$ cat src/rtl/ser64_wr.sv
// Serial-to-parallel writer: 64 strobed bits fill a 16 x 4-bit register file, read out combinationally.
// Latency: one tick per accepted bit; done pulses the cycle after the edge that takes bit 64.
// Backpressure: none; sdi_vld outside a frame is dropped and flagged on the sticky ovr bit.
module ser64_wr #(
  parameter bit MSB_FIRST = 1'b0
) (
  input  logic       tick,
  input  logic       clr,
  input  logic       start,
  input  logic       sdi,
  input  logic       sdi_vld,
  input  logic [3:0] rd_a,
  output logic [3:0] rd_d,
  output logic [3:0] rg_a,
  output logic [1:0] bit_a,
  output logic       busy,
  output logic       done,
  output logic       ovr
);

  typedef enum logic [1:0] {
    IDLE = 2'd0,
    RECV = 2'd1,
    DONE = 2'd2
  } state_t;

  state_t     state, state_nxt;
  logic [5:0] ptr, ptr_nxt;
  logic       ovr_nxt;
  logic       wr_en;
  logic [1:0] wr_bit;
  logic [3:0] mem [16];

  // Control registers: FSM state, write pointer and sticky overrun flag.
  always_ff @(posedge tick) begin
    if (clr) begin
      state <= IDLE;
      ptr   <= 6'd0;
      ovr   <= 1'b0;
    end else begin
      state <= state_nxt;
      ptr   <= ptr_nxt;
      ovr   <= ovr_nxt;
    end
  end

  // Next-state logic: frame start, bit acceptance with pointer advance, stray-strobe detection.
  always_comb begin
    state_nxt = state;
    ptr_nxt   = ptr;
    ovr_nxt   = ovr;
    wr_en     = 1'b0;
    case (state)
      IDLE: begin
        // A strobe coinciding with an accepted start is simply ignored.
        if (start) begin
          state_nxt = RECV;
          ptr_nxt   = 6'd0;
          ovr_nxt   = 1'b0;
        end else if (sdi_vld) begin
          ovr_nxt = 1'b1;
        end
      end
      RECV: begin
        // start is deliberately not looked at here so a running frame cannot restart.
        if (sdi_vld) begin
          wr_en   = 1'b1;
          ptr_nxt = ptr + 6'd1;  // wraps 63 -> 0 on the last bit
          if (ptr == 6'd63) begin
            state_nxt = DONE;
          end
        end
      end
      DONE: begin
        state_nxt = IDLE;
        if (sdi_vld) begin
          ovr_nxt = 1'b1;
        end
      end
      default: begin
        state_nxt = IDLE;
      end
    endcase
  end

  // Bit position inside the nibble; MSB_FIRST mirrors it so the first bit lands in bit 3.
  assign wr_bit = MSB_FIRST ? ~ptr[1:0] : ptr[1:0];

  // Register file: cleared by clr, otherwise exactly one bit written per accepted strobe.
  always_ff @(posedge tick) begin
    if (clr) begin
      for (int i = 0; i < 16; i++) begin
        mem[i] <= 4'h0;
      end
    end else if (wr_en) begin
      mem[ptr[5:2]][wr_bit] <= sdi;
    end
  end

  // Read port is purely combinational, so a same-cycle write shows up only after the edge.
  assign rd_d  = mem[rd_a];
  assign rg_a  = ptr[5:2];
  assign bit_a = ptr[1:0];
  assign busy  = (state == RECV);
  assign done  = (state == DONE);

endmodule

$ cat config.mk
export PLATFORM = sky130hd
export DESIGN_NAME = ser64_wr
export DESIGN_NICKNAME = d
export VERILOG_FILES = /design/src/rtl/ser64_wr.sv
export SDC_FILE = /design/constraint.sdc
export NUM_CORES = 1
export LEC_CHECK = 0
export ABC_AREA = 1
export CORE_ASPECT_RATIO = 0.9
export CORE_MARGIN = 1.5
export CORE_UTILIZATION = 40
export DETAILED_ROUTE_END_ITERATION = 16
export DONT_BUFFER_PORTS = 1
export PLACE_DENSITY_LB_ADDON = 0.05
export SLEW_MARGIN = 40
export SYNTH_ARGS = -nofsm -noshare
export SYNTH_HDL_FRONTEND = slang
export SYNTH_SLANG_ARGS = --single-unit
$ cat constraint.sdc
create_clock -name tick -period 1.8 [get_ports tick]
set_clock_uncertainty 0.1 [all_clocks]
set_input_delay 0.36 -clock tick [delete_from_list [all_inputs] [get_ports tick]]
set_output_delay 0.36 -clock tick [all_outputs]
set_load 0.02 [all_outputs]
# Yosys cells after proc, flatten, opt, wreduce, memory -nomap -nowiden
# Memory sizes are Yosys's and may differ from the RTL's.
# Cells that the tools add are included.
[word_totals]
ramBits = 64
latch_bits = 0
ff_bits = 9
rom_bits = 0
inputBits = 9
mem_count = 1
[mem_list]
columns = ["name", "depth", "word_bits", "rd", "rd_clocked_by_memory_dff", "write_ports", "line_no", "text"]
rows = [
  ["mem", 16, 4, 1, 0, 16, "32", "logic [3:0] mem [16];"],
]
[classes]
shifts = 0
n_addsub = 1
mux = 22
div = 0
mul = 0
magnitude_cmp = 2
eq_ne = 6
reduce_logical = 7
bitwise = 0
[ops]
columns = ["cell", "n"]
rows = [
  ["4-bit two-way mux", 4],
  ["6-bit two-way mux", 2],
  ["6-bit one-hot mux with 2 select lines", 1],
  ["1-bit two-way mux", 9],
  ["6-bit by 1-bit adder with 6-bit output, second input constant", 1],
  ["6-bit equality test, second input constant", 1],
  ["2-bit two-way mux", 3],
  ["3-bit AND reduction", 2],
  ["2-bit inequality test, second input constant", 2],
  ["2-bit one-hot mux with 2 select lines", 1],
  ["2-bit nonzero test", 2],
  ["4-bit OR reduction", 1],
  ["2-bit by 3-bit less-than comparator with 1-bit output, second input constant", 1],
  ["1-bit demux with 2-bit select", 1],
  ["2-bit by 1-bit equality test with 1-bit output, second input constant", 1],
  ["2-bit equality test, second input constant", 1],
  ["2-bit by 1-bit >= comparator with 1-bit output, second input constant", 1],
  ["2-bit zero test", 1],
  ["2-bit by 1-bit inequality test with 1-bit output, second input constant", 1],
  ["1-bit one-hot mux with 2 select lines", 1],
  ["1-bit logical AND", 1],
]

# Depth between registers and ports, before layout
# Gate-level depths: netlist of the first run.
[depth]
depth_word = 7
ltp_mapped = 9

# Least setup slack after synthesis of the first run
# No wires, ideal clock.
[synth_timing]
path_kind = "input-to-output"
from = "input rd_a[0]"
to = "output rd_d[1]"
t_required_ns = 1.340
setup_slack_ns = 0.018
path_buffers = 2
stages = 9
arrival_ns = 1.322
path_cell_list = "clkbuf_1 -> inv_1 -> clkbuf_1 -> nand2_1 -> nand2_1 -> nand2_1 -> nand3_1 -> nand3_1 -> nand2_1"
[synth_between]
elab_chain_len = 1
[synth_lines]
columns = ["item", "line_no", "text"]
rows = [
  ["from (decl)", "12", "input logic [3:0] rd_a,"],
  ["memory 16 x 4 bit", "--", ""],
  ["to (decl)", "13", "output logic [3:0] rd_d,"],
]
# Every way passes these cells.

# Worst setup path after layout of the first run
[layout_timing]
from = "memory mem[0][1]"
to = "output rd_d[1]"
[layout_between]
elab_chain_len = 1
[layout_lines]
columns = ["item", "line_no"]
rows = [
  ["from (decl)", "32"],
  ["memory 16 x 4 bit", "--"],
]
# Every way passes these cells.

==> flow_metrics.py, run 1 <==
metrics = {
    "job": {
        "maxCapViolCount": 0,
    },
    "clock_tree": {
        "clk_path_buf_depth": 2,
        "root_buffer": "clkbuf_16",
        "worstSkewPairLatency_ns": 0.33,
        "cts_tree": "yes",
        "cts.sinks": 73,
        "cts-htree-levels": 3,
        "clk_pin_slew_ns": 0.05,
        "cts_buffers": 9,
    },
    "floorplanning": {
        "ios": 22,
        "die_y_um": 99.9,
        "rows": 35,
        "initial_core_util_pct": 40.9,
        "die_x_um": 111,
        "die_area_um2": 11100,
        "fp.coreArea_um2": 10200,
    },
    "logic_synthesis": {
        "async_flop_share_pct": 0,
        "syn-num-nets": 585,
        "synthTopCellsByArea": "edfxtp_1 (46%), nand2_1 (22%), nor2_1 (8.1%)",
        "syn_area_per_cell_um2": 7.29,
        "yosysSeqAreaShare_pct": 50.4,
        "synth_top_area_share_pct": 46.1,
        "syn-cell-area_um2": 4170,
        "synth.most_common_cell": "nand2_1",
        "ys_types": 19,
        "ys_warn_count": 0,
        "synthCells": 572,
        "ys_ff_latch": 73,
        "synth_ff_type": "edfxtp_1",
        "synth_common_cells": "nand2_1 (240), nor2_1 (90), inv_1 (67), edfxtp_1 (64), nand3_1 (56)",
        "synth_edf_count": 64,
        "yosys.area.top_type": "edfxtp_1",
    },
    "layout": {
        "finalNetCount": 593,
        "seqCellArea_um2": 2100,
        "antenna_cells": 0,
        "synthToLayoutAreaGrowth_pct": 13.8,
        "drive_gt1_share_pct": 9.06,
        "nFillCells": 1027,
        "finalNonFillerCells": 714,
        "multiInputGateArea_um2": 1690,
    },
    "worst_hold_path": {
        "hold_path.startpoint": "sdi_vld",
        "worstHoldEndpoint": "ovr$_SDFFE_PP0P_",
        "hold_path.class": "input pin to flip-flop",
        "whs_path_depth": 2,
    },
    "power": {
        "p_leak_nw": 2.16,
        "vdd_drop_max_mv": 0.461,
        "p_per_area_nw_per_um2": 815,
        "power_mw": 3.87,
    },
    "global_route": {
        "grt_usage_pct": 20.8,
        "grt_pass1_wl_mm": 18.0,
        "grt_overflow_total": 0,
        "antenna_found_initial": 0,
        "grt_max_degree": 70,
        "grt_pass1_vias": 3455,
    },
    "routing": {
        "num_vias": 3452,
        "drc": 0,
        "initialDrtViolationCount": 224,
        "post_drt_via_cell_ratio": 4.83,
        "wl_mm": 10.5,
        "ant_nets": 0,
        "route.detailed.wl_per_inst_um": 14.7,
        "first_pass_iters": 4,
    },
    "setup_path": {
        "path_class": "flip-flop to output port",
        "arrival_ns": 1.26,
        "rr_worst_depth": 7,
        "start_kind": "flip-flop",
        "cp_max_fo": 1,
        "r2r-start": "state[0]$_SDFFE_PP0P_",
        "regToRegSetupSlack_ns": 0.18,
        "worst-endpoint-required_ns": 1.34,
        "cp-end-kind": "output port",
        "timing.rr.end": "mem[14][1]$_SDFFCE_PN0P_",
    },
    "run_status": {
        "status": "finished clean",
    },
    "sta": {
        "whs_ns": 0.0901,
        "relSlewSlack_pct": 66.6,
        "rsz0062_at_grt": "false",
        "finalHoldViolCount": 0,
        "period_share_pct": 95.7,
        "fmax_mhz": 581,
        "setup_viol": 0,
        "finalSetupTns_ns": 0,
        "drv_slew": 0,
        "finalWorstSetupSlack_ns": 0.0782,
        "finalCriticalPeriod_ns": 1.72,
        "tightest_slew_ns": 0.499,
    },
    "place": {
        "dp_slack_ns": 0.0238,
        "place_congestion": 0.830,
        "dp_hpwl_mm": 6.83,
        "dp.cells": 697,
        "io_buffers": 0,
    },
}
==> critical path, stage by stage (launching register included) <==
cell	delay, ns
edfxtp_1	0.37
inv_1	0.06
nand2_1	0.05
nand3_1	0.12
nand3_1	0.10
nand3_1	0.08
nand2_1	0.16
==> where the power goes <==
group	switching [mW]	total, mW	internal, mW	leakage (nW)
logic	0.233	0.341	0.107	1.30
clock network	0.692	1.62	0.925	0.130
registers	0.0212	1.91	1.89	0.734
==> worst max-delay path by stage <==
stage | from | endpoint | slack (ns) | depth (start not counted)
final | mem[0][1]$_SDFFCE_PN0P_ | rd_d[1] | 0.08 | 6
after global routing | mem[9][1]$_SDFFCE_PN0P_ | rd_d[1] | 0.006 | 6
after CTS | mem[13][3]$_SDFFCE_PN0P_ | rd_d[3] | 0.02 | 6
after detailed placement | state[0]$_SDFFE_PP0P_ | mem[12][0]$_SDFFCE_PN0P_ | 0.02 | 6
after global placement | state[0]$_SDFFE_PP0P_ | mem[4][0]$_SDFFCE_PN0P_ | 0.07 | 6
after floorplan | rd_a[0] | rd_d[1] | 0.02 | 9
==> logic make-up (layout without fill, tap and decap cells) <==
group,count (synthesis),count (layout),synth area share [%]
and+or+nand+nor,392,392,38.2
DFF,73,73,50.4
adders and majority gates,4,4,1.20
buffers and inverters,98,111,9.57
AOI/OAI and AO/OA,5,5,0.690
==> layout make-up <==
type / instances / area share, %
flip-flops and latches: 73 / 44.3
repair buffers: 25 / 5.80
inverters: 70 / 5.54
multi-input cells: 401 / 35.6
well taps: 129 / 3.40
clock inverters: 4 / 0.422
clock buffers: 12 / 4.98
==> per-layer routing <==
layer  GRT usage (%)  part of all wire (%)  vias to the layer above
li1                -                     -                     1778
met1            28.4                    48                     1584
met2            32.9                    45                       76
met3            4.47                   5.0                       14
met4            7.59                   1.9                        0
met5               0                     0                        -
==> through the flow <==
| step | util [%] | instance area [µm²] |
|---|---|---|
| after CTS | 46.1 | 4710 |
| after floorplan | - | 4170 |
| after detailed placement | 43.6 | 4450 |
| final | 46.5 | 4750 |
| after global routing | 46.5 | 4750 |
| after global placement | 43.6 | 4450 |
==> repair_timing <==
| action | in CTS | in global routing |
|---|---|---|
| buffers inserted | 0 | 1 |
| gates resized for setup | 0 | 5 |
| hold endpoints to repair | 0 | 0 |
| hold buffers | 0 | 0 |
| endpoints found under the setup margin | 0 | 43 |
==> flip-flops by register name, summed over array words and instances, names as in the netlist <==
register	count
mem	64
state	2
ovr	1
ptr	6
==> layout by cell type (no fill, tap or decap) <==
cell type / instances
a21oi_1: 2
a21oi_2: 1
buf_12: 7
buf_4: 18
clkbuf_1: 3
clkbuf_16: 9
clkinv_2: 4
dfxtp_1: 9
edfxtp_1: 64
ha_1: 4
inv_1: 67
inv_2: 3
nand2_1: 237
nand2_2: 3
nand2_4: 1
nand3_1: 54
nand3_2: 2
nor2_1: 90
nor2_4: 4
nor3_4: 1
o21ai_0: 2
(Power assumes the default switching activity.)
==> inputs of run 2 (changes only) <==
--- a/config.mk
+++ b/config.mk
@@ -12,7 +12,7 @@
 export DETAILED_ROUTE_END_ITERATION = 16
 export DONT_BUFFER_PORTS = 1
 export PLACE_DENSITY_LB_ADDON = 0.05
-export SLEW_MARGIN = 40
+export SLEW_MARGIN = 30
 export SYNTH_ARGS = -nofsm -noshare
 export SYNTH_HDL_FRONTEND = slang
 export SYNTH_SLANG_ARGS = --single-unit
==> results of run 2 <==
The final DEF is identical to that of run 1; final timing and power are the same.
==> inputs of run 3 (changes only) <==
--- a/config.mk
+++ b/config.mk
@@ -11,6 +11,7 @@
 export CORE_UTILIZATION = 40
 export DETAILED_ROUTE_END_ITERATION = 16
 export DONT_BUFFER_PORTS = 1
+export MAX_ROUTING_LAYER = met4
 export PLACE_DENSITY_LB_ADDON = 0.05
 export SLEW_MARGIN = 30
 export SYNTH_ARGS = -nofsm -noshare
==> run 3 against run 2 <==
Clock power is essentially flat; wire length is essentially flat; critical path type unchanged; final cell count is the same; setup slack gained 0.0025 ns; combinational power is essentially flat; maximum frequency grew 0.15%; die area is the same; via count shrank 0.49%; first-iteration DRC count shrank 3.1%; critical endpoint unchanged; non-clock buffer count is the same.
==> flow_metrics.py, run 3 (synthesized netlist as in run 1, its figures left out) <==
metrics = {
    "clock_tree": {
        "root_buffer": "clkbuf_16",
        "clk_path_buf_depth": 2,
        "cts_tree": "yes",
        "clk_pin_slew_ns": 0.05,
        "cts.sinks": 73,
        "cts-htree-levels": 3,
        "worstSkewPairLatency_ns": 0.33,
        "cts_buffers": 9,
    },
    "global_route": {
        "grt_overflow_total": 0,
        "grt_pass1_wl_mm": 18.0,
        "grt_max_degree": 70,
        "antenna_found_initial": 0,
        "grt_pass1_vias": 3463,
        "grt_usage_pct": 21.4,
    },
    "setup_path": {
        "cp-end-kind": "output port",
        "cpMaxStageDelayCell": "edfxtp_1",
        "cp-startpoint": "mem[0][1]$_SDFFCE_PN0P_",
        "r2r-start": "state[0]$_SDFFE_PP0P_",
        "worst-endpoint-required_ns": 1.34,
        "path_class": "flip-flop to output port",
        "start_kind": "flip-flop",
        "slowest_delay_ns": 0.36,
        "crit_buf_inv": 1,
        "critical-path-top-delay-family": "simple AND/OR/NAND/NOR gates",
        "arrival_ns": 1.26,
        "path_cells": "inv_1 > nand2_1 > nand3_1 > nand3_1 > nand3_1 > nand2_1",
        "crit_top_cell": "nand3_1",
        "cp_max_fo": 1,
    },
    "routing": {
        "wl_met3_um": 553,
        "drc": 0,
        "routed.top_layer": "met4",
        "num_vias": 3435,
        "wl_mm": 10.5,
        "post_drt_via_cell_ratio": 4.81,
        "drt-met1-wl_mm": 5.07,
        "first_pass_iters": 4,
        "ant_nets": 0,
        "met2_length_mm": 4.79,
        "initialDrtViolationCount": 217,
        "route.detailed.wl_per_inst_um": 14.7,
    },
    "sta": {
        "relSlewSlack_pct": 66.6,
        "finalCriticalPeriod_ns": 1.72,
        "rsz0062_at_grt": "false",
        "tightest_slew_ns": 0.499,
        "drv_slew": 0,
        "finalSetupTns_ns": 0,
        "period_share_pct": 95.5,
        "fmax_mhz": 582,
        "finalWorstSetupSlack_ns": 0.0807,
        "finalHoldViolCount": 0,
        "setup_viol": 0,
    },
    "floorplanning": {
        "die_area_um2": 11100,
        "die_y_um": 99.9,
        "initial_core_util_pct": 40.9,
        "rows": 35,
        "die_x_um": 111,
        "fp.coreArea_um2": 10200,
        "ios": 22,
    },
    "power": {
        "vdd_drop_max_mv": 0.461,
        "p_per_area_nw_per_um2": 814,
        "p_leak_nw": 2.16,
    },
    "worst_hold_path": {
        "hold_path.startpoint": "sdi_vld",
        "hold_path.class": "input pin to flip-flop",
    },
    "layout": {
        "final_cell_mix": "nand2_1 (237), nor2_1 (90), inv_1 (67)",
        "antenna_cells": 0,
        "multiInputGateArea_um2": 1690,
        "synthToLayoutAreaGrowth_pct": 13.8,
        "drive_gt1_share_pct": 9.06,
        "regMostFlops": "mem",
        "stdcell_area_um2": 4750,
        "seqCellArea_um2": 2100,
        "finalNonFillerCells": 714,
        "layout_commonest_cell": "nand2_1",
        "nFillCells": 1027,
        "finalNetCount": 593,
        "top_regs": "mem x64, ptr x6, state x2",
        "largest_reg_flops": 64,
    },
    "place": {
        "dp.cells": 697,
        "place_congestion": 0.843,
        "placed_area_um2": 4450,
        "io_buffers": 0,
        "dp_slack_ns": 0.0238,
        "dp_hpwl_mm": 6.83,
    },
    "job": {
        "maxCapViolCount": 0,
    },
    "run_status": {
        "status": "finished clean",
    },
}
run 3: cell type report:
| cell class | instances | area share (%) |
|---|---|---|
| Sequential cell | 73 | 44.3 |
| Tap cell | 129 | 3.40 |
| Inverter | 70 | 5.54 |
| Clock inverter | 4 | 0.422 |
| Clock buffer | 12 | 4.98 |
| Timing Repair Buffer | 25 | 5.80 |
| Multi-Input combinational cell | 401 | 35.6 |
run 3: per-stage QoR:
stage                     util (%)  total power, mW  hold WS [ns]
after detailed placement      43.6             2.28         0.439
after floorplan                  -             2.20         0.420
after global placement        43.6             2.28         0.439
after CTS                     46.1             3.90        0.0859
final                         46.5             3.86        0.0900
after global routing          46.5             4.02         0.130
run 3: routing by layer:
layer / vias up / GRT usage [%]
li1: 1777 / -
met1: 1580 / 28.5
met2: 70 / 32.7
met3: 8 / 4.47
met4: 0 / 7.59
met5: - / -
run 3: worst register-to-register path, stage by stage (launching register included):
cell	delay, ns
dfxtp_1	0.37
inv_2	0.08
nor3_4	0.19
nand2_4	0.14
nor2_4	0.12
buf_12	0.16
nand2_1	0.10
nand2_1	0.09
run 3: worst paths after layout:
path	end	slack, ns	depth (start not counted)
max	rd_d[1]	0.08	6
min	ovr$_SDFFE_PP0P_	0.09	2
max reg2reg	mem[14][1]$_SDFFCE_PN0P_	0.18	7
min reg2reg	ptr[2]$_SDFFE_PP0P_	0.50	4
run 3: where the power goes:
part	switching, mW	internal [mW]	leakage (nW)	total (mW)
Sequential	0.0212	1.89	0.734	1.91
Combinational	0.232	0.107	1.30	0.339
Clock	0.690	0.925	0.130	1.61
run 3: timing repair:
action	in CTS	in global routing
hold buffers	0	0
resized for setup	0	5
setup endpoints to repair	0	44
setup buffers	0	1
